$ cat config.mk
export PLATFORM = sky130hd
export DESIGN_NAME = i2c_master
export DESIGN_NICKNAME = d
export VERILOG_FILES = /design/src/rtl/i2c_master.sv
export SDC_FILE = /design/constraint.sdc
export NUM_CORES = 1
export LEC_CHECK = 0
export BUFFER_PORTS_ARGS = -buffer_cell sky130_fd_sc_hd__clkbuf_2
export CAP_MARGIN = 20
export CORE_ASPECT_RATIO = 1.1
export CORE_MARGIN = 2
export CORE_UTILIZATION = 48
export CTS_BUF_LIST = sky130_fd_sc_hd__clkbuf_8
export CTS_CLUSTER_DIAMETER = 200
export DETAILED_ROUTE_END_ITERATION = 16
export GPL_TIMING_DRIVEN = 0
export MAX_ROUTING_LAYER = met4
export PLACE_DENSITY = 0.69
export SYNTH_ARGS = -nofsm -noshare
export SYNTH_HDL_FRONTEND = slang
export SYNTH_SLANG_ARGS = --single-unit
$ cat constraint.sdc
create_clock -name clk -period 2.31 [get_ports clk]
set_input_delay 0.3465 -clock clk [delete_from_list [all_inputs] [get_ports clk]]
set_output_delay 0.3465 -clock clk [all_outputs]
set_load 0.01 [all_outputs]
$ cat src/rtl/i2c_master.sv
// I2C register-access master: register write or burst read, no repeated start.
// Build option I2C_MASTER_NACK_ABORT_EN: a slave NACK jumps straight to STOP.
module i2c_master #(
  parameter int CLK_DIV = 4
) (
  input  logic       clk,
  input  logic       reset,
  input  logic       start,
  input  logic       rw,
  input  logic [6:0] dev_addr,
  input  logic [7:0] reg_addr,
  input  logic [7:0] wdata,
  input  logic [3:0] rd_len,
  output logic       busy,
  output logic       done,
  output logic       ack_err,
  output logic [7:0] rdata,
  output logic       rdata_valid,
  output logic       SCL,
  input  logic       SDA_in,
  output logic       SDA_out_en
);

  typedef enum logic [3:0] {
    IDLE, START, ADDR, ADDR_ACK, REG, REG_ACK,
    WDATA, WDATA_ACK, RDATA, RDATA_ACK, STOP
  } state_t;

  state_t     state, state_n;
  logic [7:0] div_cnt;
  logic [1:0] ph;
  logic [2:0] bit_cnt;
  logic [3:0] rem;
  logic [7:0] tx, rx, reg_q, wdata_q;
  logic       rw_q, sda_s;
  logic       tick, bit_end, sample, last_bit;
  logic       accept, nack_stop;
  logic       is_tx, is_byte, is_ack;

  assign tick     = div_cnt == 8'(CLK_DIV - 1);
  assign bit_end  = tick && ph == 2'd3;
  assign sample   = tick && ph == 2'd2;
  assign last_bit = bit_end && bit_cnt == 3'd7;
  assign accept   = state == IDLE && start;
  assign is_tx    = state == ADDR || state == REG
                 || state == WDATA;
  assign is_byte  = is_tx || state == RDATA;
  assign is_ack   = state == ADDR_ACK || state == REG_ACK
                 || state == WDATA_ACK;
  assign busy     = state != IDLE;

`ifdef I2C_MASTER_NACK_ABORT_EN
  assign nack_stop = sda_s;
`else
  assign nack_stop = 1'b0;
`endif

  always_ff @(posedge clk) begin
    if (reset) state <= IDLE;
    else       state <= state_n;
  end

  always_comb begin
    state_n = state;
    unique case (state)
      IDLE:      if (start) state_n = START;
      START:     if (bit_end) state_n = ADDR;
      ADDR:      if (last_bit) state_n = ADDR_ACK;
      ADDR_ACK:  if (bit_end) state_n = nack_stop ? STOP : REG;
      REG:       if (last_bit) state_n = REG_ACK;
      REG_ACK:
        if (bit_end)
          state_n = nack_stop ? STOP : (rw_q ? RDATA : WDATA);
      WDATA:     if (last_bit) state_n = WDATA_ACK;
      WDATA_ACK: if (bit_end) state_n = STOP;
      RDATA:     if (last_bit) state_n = RDATA_ACK;
      RDATA_ACK:
        if (bit_end) state_n = (rem <= 4'd1) ? STOP : RDATA;
      STOP:      if (bit_end) state_n = IDLE;
      default:   state_n = IDLE;
    endcase
  end

  // Bus pins decode from state and quarter; shifts land on quarter-0 edges.
  always_comb begin
    SCL        = 1'b1;
    SDA_out_en = 1'b1;
    done       = 1'b0;
    unique case (state)
      IDLE:  ;
      START: SDA_out_en = ~ph[1];
      ADDR, REG, WDATA: begin
        SCL        = ph[1];
        SDA_out_en = tx[7];
      end
      ADDR_ACK, REG_ACK, WDATA_ACK, RDATA: SCL = ph[1];
      RDATA_ACK: begin
        SCL        = ph[1];
        SDA_out_en = rem <= 4'd1;
      end
      STOP: begin
        SCL        = ph[1];
        SDA_out_en = 1'b0;
        done       = bit_end;
      end
      default: ;
    endcase
  end

  always_ff @(posedge clk) begin
    if (reset) begin
      div_cnt     <= '0;
      ph          <= '0;
      bit_cnt     <= '0;
      rem         <= '0;
      tx          <= '0;
      rx          <= '0;
      reg_q       <= '0;
      wdata_q     <= '0;
      rw_q        <= 1'b0;
      sda_s       <= 1'b1;
      ack_err     <= 1'b0;
      rdata       <= '0;
      rdata_valid <= 1'b0;
    end else begin
      rdata_valid <= 1'b0;
      if (state == IDLE || tick) div_cnt <= '0;
      else div_cnt <= div_cnt + 8'd1;
      if (state == IDLE) ph <= '0;
      else if (tick) ph <= ph + 2'd1;
      if (accept) begin
        tx      <= {dev_addr, rw};
        rw_q    <= rw;
        reg_q   <= reg_addr;
        wdata_q <= wdata;
        rem     <= (rd_len == 4'd0) ? 4'd1 : rd_len;
        ack_err <= 1'b0;
        bit_cnt <= '0;
      end
      if (sample) begin
        sda_s <= SDA_in;
        if (state == RDATA) rx <= {rx[6:0], SDA_in};
      end
      if (bit_end) begin
        bit_cnt <= is_byte ? bit_cnt + 3'd1 : 3'd0;
        unique case (1'b1)
          is_tx:              tx <= {tx[6:0], 1'b0};
          state == ADDR_ACK:  tx <= reg_q;
          state == REG_ACK:   tx <= wdata_q;
          default: ;
        endcase
        if (is_ack && sda_s) ack_err <= 1'b1;
        if (state == RDATA && bit_cnt == 3'd7) begin
          rdata       <= rx;
          rdata_valid <= 1'b1;
        end
        if (state == RDATA_ACK && rem != 4'd0)
          rem <= rem - 4'd1;
      end
    end
  end

endmodule

Word level (Yosys, flattened, before mapping)
Cells that the tools add are included.
Word-level totals
  register bits after elaboration: 65
  input port bits: 32
  output and inout port bits: 14
  logic and storage cells: 103
Operators by class
  add/sub/neg operators: 4
  order comparisons: 1
  equal/unequal tests: 25
  mux-type cells: 31
  bitwise operators: 2
  reductions and logical operators: 26
Operators by type and width (number)
  4-bit two-way mux: 16
  4-bit one-hot mux with 11 select lines: 1
  8-bit one-hot mux with 3 select lines: 1
  2-bit != test (second input constant): 11
  4-bit by 3-bit equality test with 1-bit output (second input constant): 4
  8-bit two-way mux: 2
  4-bit equality test (second input constant): 3
  11-bit AND reduction: 1
  3-bit two-way mux: 3
  9-bit OR reduction: 1
  8-bit by 1-bit adder with 8-bit output (second input constant): 1
  4-bit by 2-bit equality test with 1-bit output (second input constant): 2
  8-bit by 2-bit equality test with 1-bit output (second input constant): 1
  4-bit logical NOT: 2
  4-bit nonzero test: 2
  1-bit logical AND: 7
  1-bit logical OR: 6
  1-bit two-way mux: 6
  2-bit OR reduction: 3
  2-bit equality test (second input constant): 2
  4-bit by 1-bit equality test with 1-bit output (second input constant): 1
  4-bit by 1-bit less-or-equal comparator with 1-bit output (second input constant): 1
  1-bit one-hot mux with 4 select lines: 1
  2-bit AND reduction: 2
  8 further kinds: 9

Longest topological paths before layout
Gate-level depths: netlist (run 1).
  depth after elaboration: 6
  mapped depth: 7
  gate-level depth less buffers: 6

Worst setup path before layout (run 1)
OpenSTA, ideal clock, no wires.
  kind: register to register
  start: reg ph[1]
  end: reg state[0]
  setup time: 0.121 ns
  data arrival time: 1.939 ns
  required time: 2.189 ns
  slack: 0.250 ns
  cell stages (with the launch flop): 6
  buffers on the path: 0
  period minus slack after synthesis: 2.060 ns
  path through: dfxtp_1 ha_1 nor4b_1 nand2_1 o311ai_0 mux2_2
On the way
  cells in the longest elaborated chain, start to end: 5
  elaborated cells between the ends (all ways): 14
  those cells by class: eq/ne (11); reduce/logical (3)
RTL lines
  start: declaration: line 31  | logic [1:0] ph;
  start signal: assignment: line 130  | else if (tick) ph <= ph + 2'd1;
  2-bit equality test (*): line 41  | assign bit_end = tick && ph == 2'd3;
  1-bit logical AND (*): line 41
  1-bit logical AND: line 43  | assign last_bit = bit_end && bit_cnt == 3'd7;
  2-bit != test (no line)
  11-bit AND reduction (no line) (*)
  end signal: assignment: line 60  | else state <= state_n;
  end: declaration: line 29  | state_t state, state_n;
Mark *: on every way between the ends. The rest lies on a longest branch, timed or not.
A chain may end at the register's enable or synchronous reset.

Final worst setup path (run 1)
  start: reg ph[1]
  end: reg tx[6]
On the way
  cells in the longest elaborated chain, start to end: 3
RTL lines
  2-bit equality test: line 41
  1-bit logical AND: line 41
  8-bit two-way mux: line 144  | if (bit_end) begin
  end signal: assignment: line 147  | is_tx: tx <= {tx[6:0], 1'b0};
  end signal: assignment: line 148  | state == ADDR_ACK: tx <= reg_q;
  end signal: assignment: line 149  | state == REG_ACK: tx <= wdata_q;
  end: declaration: line 34  | logic [7:0] tx, rx, reg_q, wdata_q;
No other way between the ends.

==> results of run 1 <==
## cell usage after synthesis, drive strengths merged (3+ instances only)
cell type / n
dfxtp: 65
nand2: 46
nor2: 33
a21oi: 30
a211oi: 17
clkbuf: 17
mux2i: 17
and3: 11
nor3: 10
ha: 8
inv: 8
nand3: 8
a222oi: 7
buf: 6
nor4: 6
mux2: 4
nor4b: 4
xor2: 4
and2: 3
nand2b: 3
nand4: 3
o22ai: 3
xnor2: 3
## where the power goes
group | internal, mW | total [mW] | switching [mW]
combinational | 0.148 | 0.394 | 0.246
sequential | 1.18 | 1.22 | 0.0392
clock | 0.386 | 0.862 | 0.476
## what timing repair did
| item | 4_1_cts | 5_1_grt |
|---|---|---|
| pin swaps | 1 | 2 |
| hold buffers | 0 | 0 |
| setup buffers | 3 | 2 |
| gates resized for setup | 5 | 10 |
| setup endpoints to repair | 6 | 17 |
## worst register-to-register path: stages (launching register included)
cell       delay (ns)
dfxtp_1          0.44
ha_1             0.21
or4b_4           0.52
a2111oi_4        0.33
buf_4            0.21
buf_6            0.15
a211oi_1         0.06
a211oi_2         0.19
## final timing paths
kind | cells after the start | end
max | 7 | tx[6]
min | 3 | wdata_q[3]
max reg2reg | 7 | tx[6]
min reg2reg | 2 | reg_q[2]
## cell families after synthesis
| group | after synthesis | synth area share [%] |
|---|---|---|
| AND/OR/NAND/NOR | 139 | 23.8 |
| adder cells (fa/ha/maj) | 8 | 3.30 |
| buffers and inverters | 31 | 4.33 |
| multiplexers | 21 | 7.09 |
| flip-flops | 65 | 42.9 |
| XOR/XNOR | 7 | 2.02 |
| AO/OA/AOI/OAI | 71 | 16.6 |
## final cells by class
class / instances / area, µm² / share of cell area, %
clock inverters: 7 / 46.3 / 1.28
repair buffers: 49 / 258 / 7.14
well taps: 80 / 100 / 2.77
multi-input cells: 246 / 1650 / 45.6
plain buffers: 23 / 105 / 2.91
inverters: 8 / 30.0 / 0.832
clock buffers: 9 / 124 / 3.43
flip-flops and latches: 65 / 1300 / 36.0
## registers in the layout, summed over array words and instances (netlist names)
register and count:
ack_err 1, bit_cnt 3, div_cnt 8, ph 2
rdata 8, rdata_valid 1, reg_q 8, rem 4
rw_q 1, rx 8, sda_s 1, state 4
tx 8, wdata_q 8
## metal layers
metal / wire, µm / share of wire [%] / vias up
li1: - / - / 1357
met1: 3370 / 46 / 1254
met2: 3510 / 48 / 59
met3: 255 / 3.5 / 13
met4: 159 / 2.2 / 0
met5: 0 / 0 / -
==> results.cfg, run 1 <==
[floorplanning]
dieArea_um2 = 6980
boundaryPins = 46
initial_core_util_pct = 49.3
rows = 30
die_height_um = 87.4
core_um2 = 6160
die_w_um = 79.8

[synth]
syn_area_um2 = 3040
yosys_warnings = 0
synth_edf_count = 0
async_reset_ff_share_pct = 0
synth_nets = 382
synth_top_area_cell = dfxtp_1
syn_inst = 342
ys_types = 53
avgSynthCellArea_um2 = 8.88
synth_seq_cells = 65
synth_ff_type = dfxtp_1
synth_area_leaders = dfxtp_1 43%, nand2_1 5.7%, mux2i_1 5.6%
ys_seq_area_share_pct = 42.9
yosysTopAreaCellShare_pct = 42.9

[timing]
slew_headroom_pct = 58.2
fin_crit_sh_pct = 94.1
rsz0062_at_grt = false
fmax_mhz = 460
setup_viol = 0
drv_slew = 0
holdWs_ns = 0.211
fin_ws_ns = 0.136
min_period_ns = 2.17
setup_tns_ns = 0
worst_pin_slew_ns = 0.628
finClkSkew_ns = 0.00925
finalHoldViolCount = 0

[clocking]
clock_tree.buffer_depth = 2
cts_tree = done
cts_buffers = 9
cts.sinks = 65
cts_root_buffer = clkbuf_8
clk_pin_slew_ns = 0.08
cts_max_level = 3
clock_latency_ns = 0.35

[grt]
grtUsageMet2_pct = 35.1
grt_util_met1_pct = 30.1
grt_max_degree = 13
gr-usage-all-layers_pct = 23.1
grt_pass1_vias = 2586
grt-busiest-layer = met2
antenna_found_initial = 0
grt_overflow = 0
grt_pass1_wl_mm = 12.1
grtUsageMet3_pct = 3.73

[place]
dp_hpwl_mm = 5.05
place_inst = 466
pre_cts_slack_ns = -0.192
port_buffers = 44
gp_congestion = 0.865
placed_area_um2 = 3360

[min_path]
min_from = wdata[3]
hold_path.class = in -> reg

[critical_path]
cp-startpoint = ph[1]
crit_family = compound AO/OA/AOI/OAI gates
critPathBufInv = 2
r2r_slack_ns = 0.14
crit_type = reg -> reg
cp.arrival_ns = 2.45
startpoint_type = flip-flop
crit_required_ns = 2.59
worstPathCellList = ha_1 > or4b_4 > a2111oi_4 > buf_4 > buf_6 > a211oi_1 > a211oi_2
critPathCaptureType = flip-flop
slowest_stage = or4b_4
crit_fanout = 10
r2r-start = ph[1]
slowest_delay_ns = 0.52

[job]
max-cap-violations = 0

[route]
viasPerCell = 5.51
routedWlPerCell_um = 15.0
dr.first_iter.drc_count = 241
wirelength_mm = 7.30
drc = 0
dr.pass1.iters = 4
vias = 2683
drtAntennaViolNets = 0

[power]
ir_drop_mv = 0.363
power_density_nw_per_um2 = 685
p_total_mw = 2.47
p_leak_nw = 1.51

[final_layout]
final_area_um2 = 3610
post-route-util_pct = 58.7
final_cell_mix = 65 x dfxtp_1, 47 x clkbuf_2, 45 x nand2_1
diodes = 0
drive_above_1_share_pct = 22.4
final_nets = 442
fillers = 588
fin_cells = 487
layout_commonest_cell = dfxtp_1
syn_to_final_growth_pct = 19.0

[status]
status = complete, no violations
Power figures use the tool's default switching activity.
==> inputs of run 2 (changes only) <==
--- a/config.mk
+++ b/config.mk
@@ -16,6 +16,7 @@
 export GPL_TIMING_DRIVEN = 0
 export MAX_ROUTING_LAYER = met4
 export PLACE_DENSITY = 0.69
+export SETUP_SLACK_MARGIN = 0.2
 export SYNTH_ARGS = -nofsm -noshare
 export SYNTH_HDL_FRONTEND = slang
 export SYNTH_SLANG_ARGS = --single-unit
==> run 2 against run 1 <==
Net effect: register-to-register slack gained 0.14 ns; sequential cell count is the same; via count grew 4.1%; die area is the same; total power grew 0.52%; final cell count grew 1.6%; final area grew 3.4%; clock-buffer cell count is the same.
==> results.cfg, run 2 (same netlist as run 1, synthesis figures left out) <==
[grt]
grt_pass1_vias = 2633
grt_overflow = 0
gr-usage-all-layers_pct = 23.4
antenna_found_initial = 0
grt_pass1_wl_mm = 12.3
grt_max_degree = 13

[critical_path]
worstPathCellList = ha_4 > or4b_4 > a2111oi_4 > buf_6 > buf_8 > a211oi_1 > a211oi_2
cp.arrival_ns = 2.31
r2r_slack_ns = 0.27
startpoint_type = flip-flop
r2r-start = div_cnt[0]
critPathCaptureType = flip-flop
slowest_delay_ns = 0.51
reg2reg_to = tx[6]
slowest_stage = or4b_4
reg2reg_depth = 7
crit_fanout = 7
crit_type = reg -> reg
crit_required_ns = 2.58

[floorplanning]
die_w_um = 79.8
dieArea_um2 = 6980
core_um2 = 6160
rows = 30
die_height_um = 87.4
boundaryPins = 46
initial_core_util_pct = 49.3

[clocking]
ctsHoldBuffers = 0
cts_tree = done
cts_root_buffer = clkbuf_8
cts_max_level = 3
clock_latency_ns = 0.35
cts.sinks = 65
clock_tree.buffer_depth = 2
clk_pin_slew_ns = 0.08
cts_buffers = 9

[final_layout]
diodes = 0
drive_above_1_share_pct = 26.3
fillers = 571
layout_commonest_cell = dfxtp_1
final_cell_mix = 61 x dfxtp_1, 48 x clkbuf_2, 45 x nand2_1
final_nets = 450
syn_to_final_growth_pct = 23.0

[min_path]
hold_path.class = in -> reg
whs_path_depth = 3
hold_end = wdata_q[3]
min_from = wdata[3]

[status]
status = complete, no violations

[timing]
worst_pin_slew_ns = 0.662
fin_crit_sh_pct = 88.2
holdWs_ns = 0.212
finClkSkew_ns = 0.00815
finalHoldViolCount = 0
min_period_ns = 2.04
setup_tns_ns = 0
drv_slew = 0
rsz0062_at_grt = false
setup_viol = 0
fmax_mhz = 491
slew_headroom_pct = 55.9

[route]
wirelength_mm = 7.51
dr.first_iter.drc_count = 269
drc = 0
vias = 2793
viasPerCell = 5.64
drtAntennaViolNets = 0
dr.pass1.iters = 4
routedWlPerCell_um = 15.2

[power]
p_sw_mw = 0.764
ir_drop_mv = 0.363
sw_frac_of_total_pct = 30.7
p_leak_nw = 1.57
pwr-share-comb_pct = 16.5
power_density_nw_per_um2 = 666
sequentialPowerShare_pct = 49.1
clkPwrFrac_pct = 34.5
p_int_mw = 1.72

[place]
dp_hpwl_mm = 5.05
port_buffers = 44
gp_congestion = 0.865

[job]
max-cap-violations = 0
## run 2: timing repair
action                                  in CTS  in global routing
cloned                                       0                  1
gates resized for setup                     13                 20
endpoints found under the setup margin      35                 32
buffers inserted                             7                  5
endpoints found under the hold margin        0                  0
pin swaps                                    5                  3
## run 2: worst max-delay path: cells and delay by family, from the launching register on
kind	cells	cell delay (ns)
AO/OA/AOI/OAI	3	0.61
adder cells (fa/ha/maj)	1	0.15
buffers and inverters	2	0.31
flip-flops	1	0.37
AND/OR/NAND/NOR	1	0.51
## run 2: routing by layer
metal  up-vias  GRT usage, %  share of wire, %
li1       1374             -                 -
met1      1308          29.9                45
met2        89          36.7                48
met3        22          3.73               4.0
met4         0          10.6               2.8
met5         -             -                 0
## run 2: worst max path at each step
stage	startpoint	end	slack (ns)
2_1_floorplan	ph[1]	state[0]	0.25
3_3_place_gp	ph[1]	state[1]	-0.20
3_5_place_dp	ph[1]	state[0]	-0.19
4_1_cts	div_cnt[0]	done	0.18
5_1_grt	div_cnt[0]	tx[5]	0.13
6_report	div_cnt[0]	tx[6]	0.27
## run 2: cell type report
class / count / area, µm² / share of cell area, %
plain buffers: 23 / 115 / 3.08
clock buffers: 9 / 124 / 3.32
clock inverters: 7 / 46.3 / 1.24
inverters: 8 / 30.0 / 0.805
multi-input cells: 246 / 1670 / 44.7
flip-flops and latches: 65 / 1310 / 35.1
well taps: 80 / 100 / 2.68
repair buffers: 57 / 339 / 9.08
## run 2: stage by stage
step	power [mW]	utilization, %	setup WS (ns)	cell area [µm²]	instances
6_report	2.49	60.6	0.273	3730	495
5_1_grt	2.60	60.6	0.128	3730	495
3_3_place_gp	1.62	54.5	-0.197	3360	466
2_1_floorplan	1.50	-	0.250	3040	342
3_5_place_dp	1.62	54.5	-0.192	3360	466
4_1_cts	2.48	58.9	0.175	3630	489
## run 2: power groups by stage
| stage | combinational, mW | sequential [mW] | clock [mW] |
|---|---|---|---|
| after global placement | 0.377 | 1.24 | 0 |
| after global routing | 0.453 | 1.23 | 0.921 |
| after detailed placement | 0.384 | 1.24 | 0 |
| final | 0.409 | 1.22 | 0.857 |
| after floorplan | 0.267 | 1.23 | 0 |
| after CTS | 0.394 | 1.22 | 0.874 |
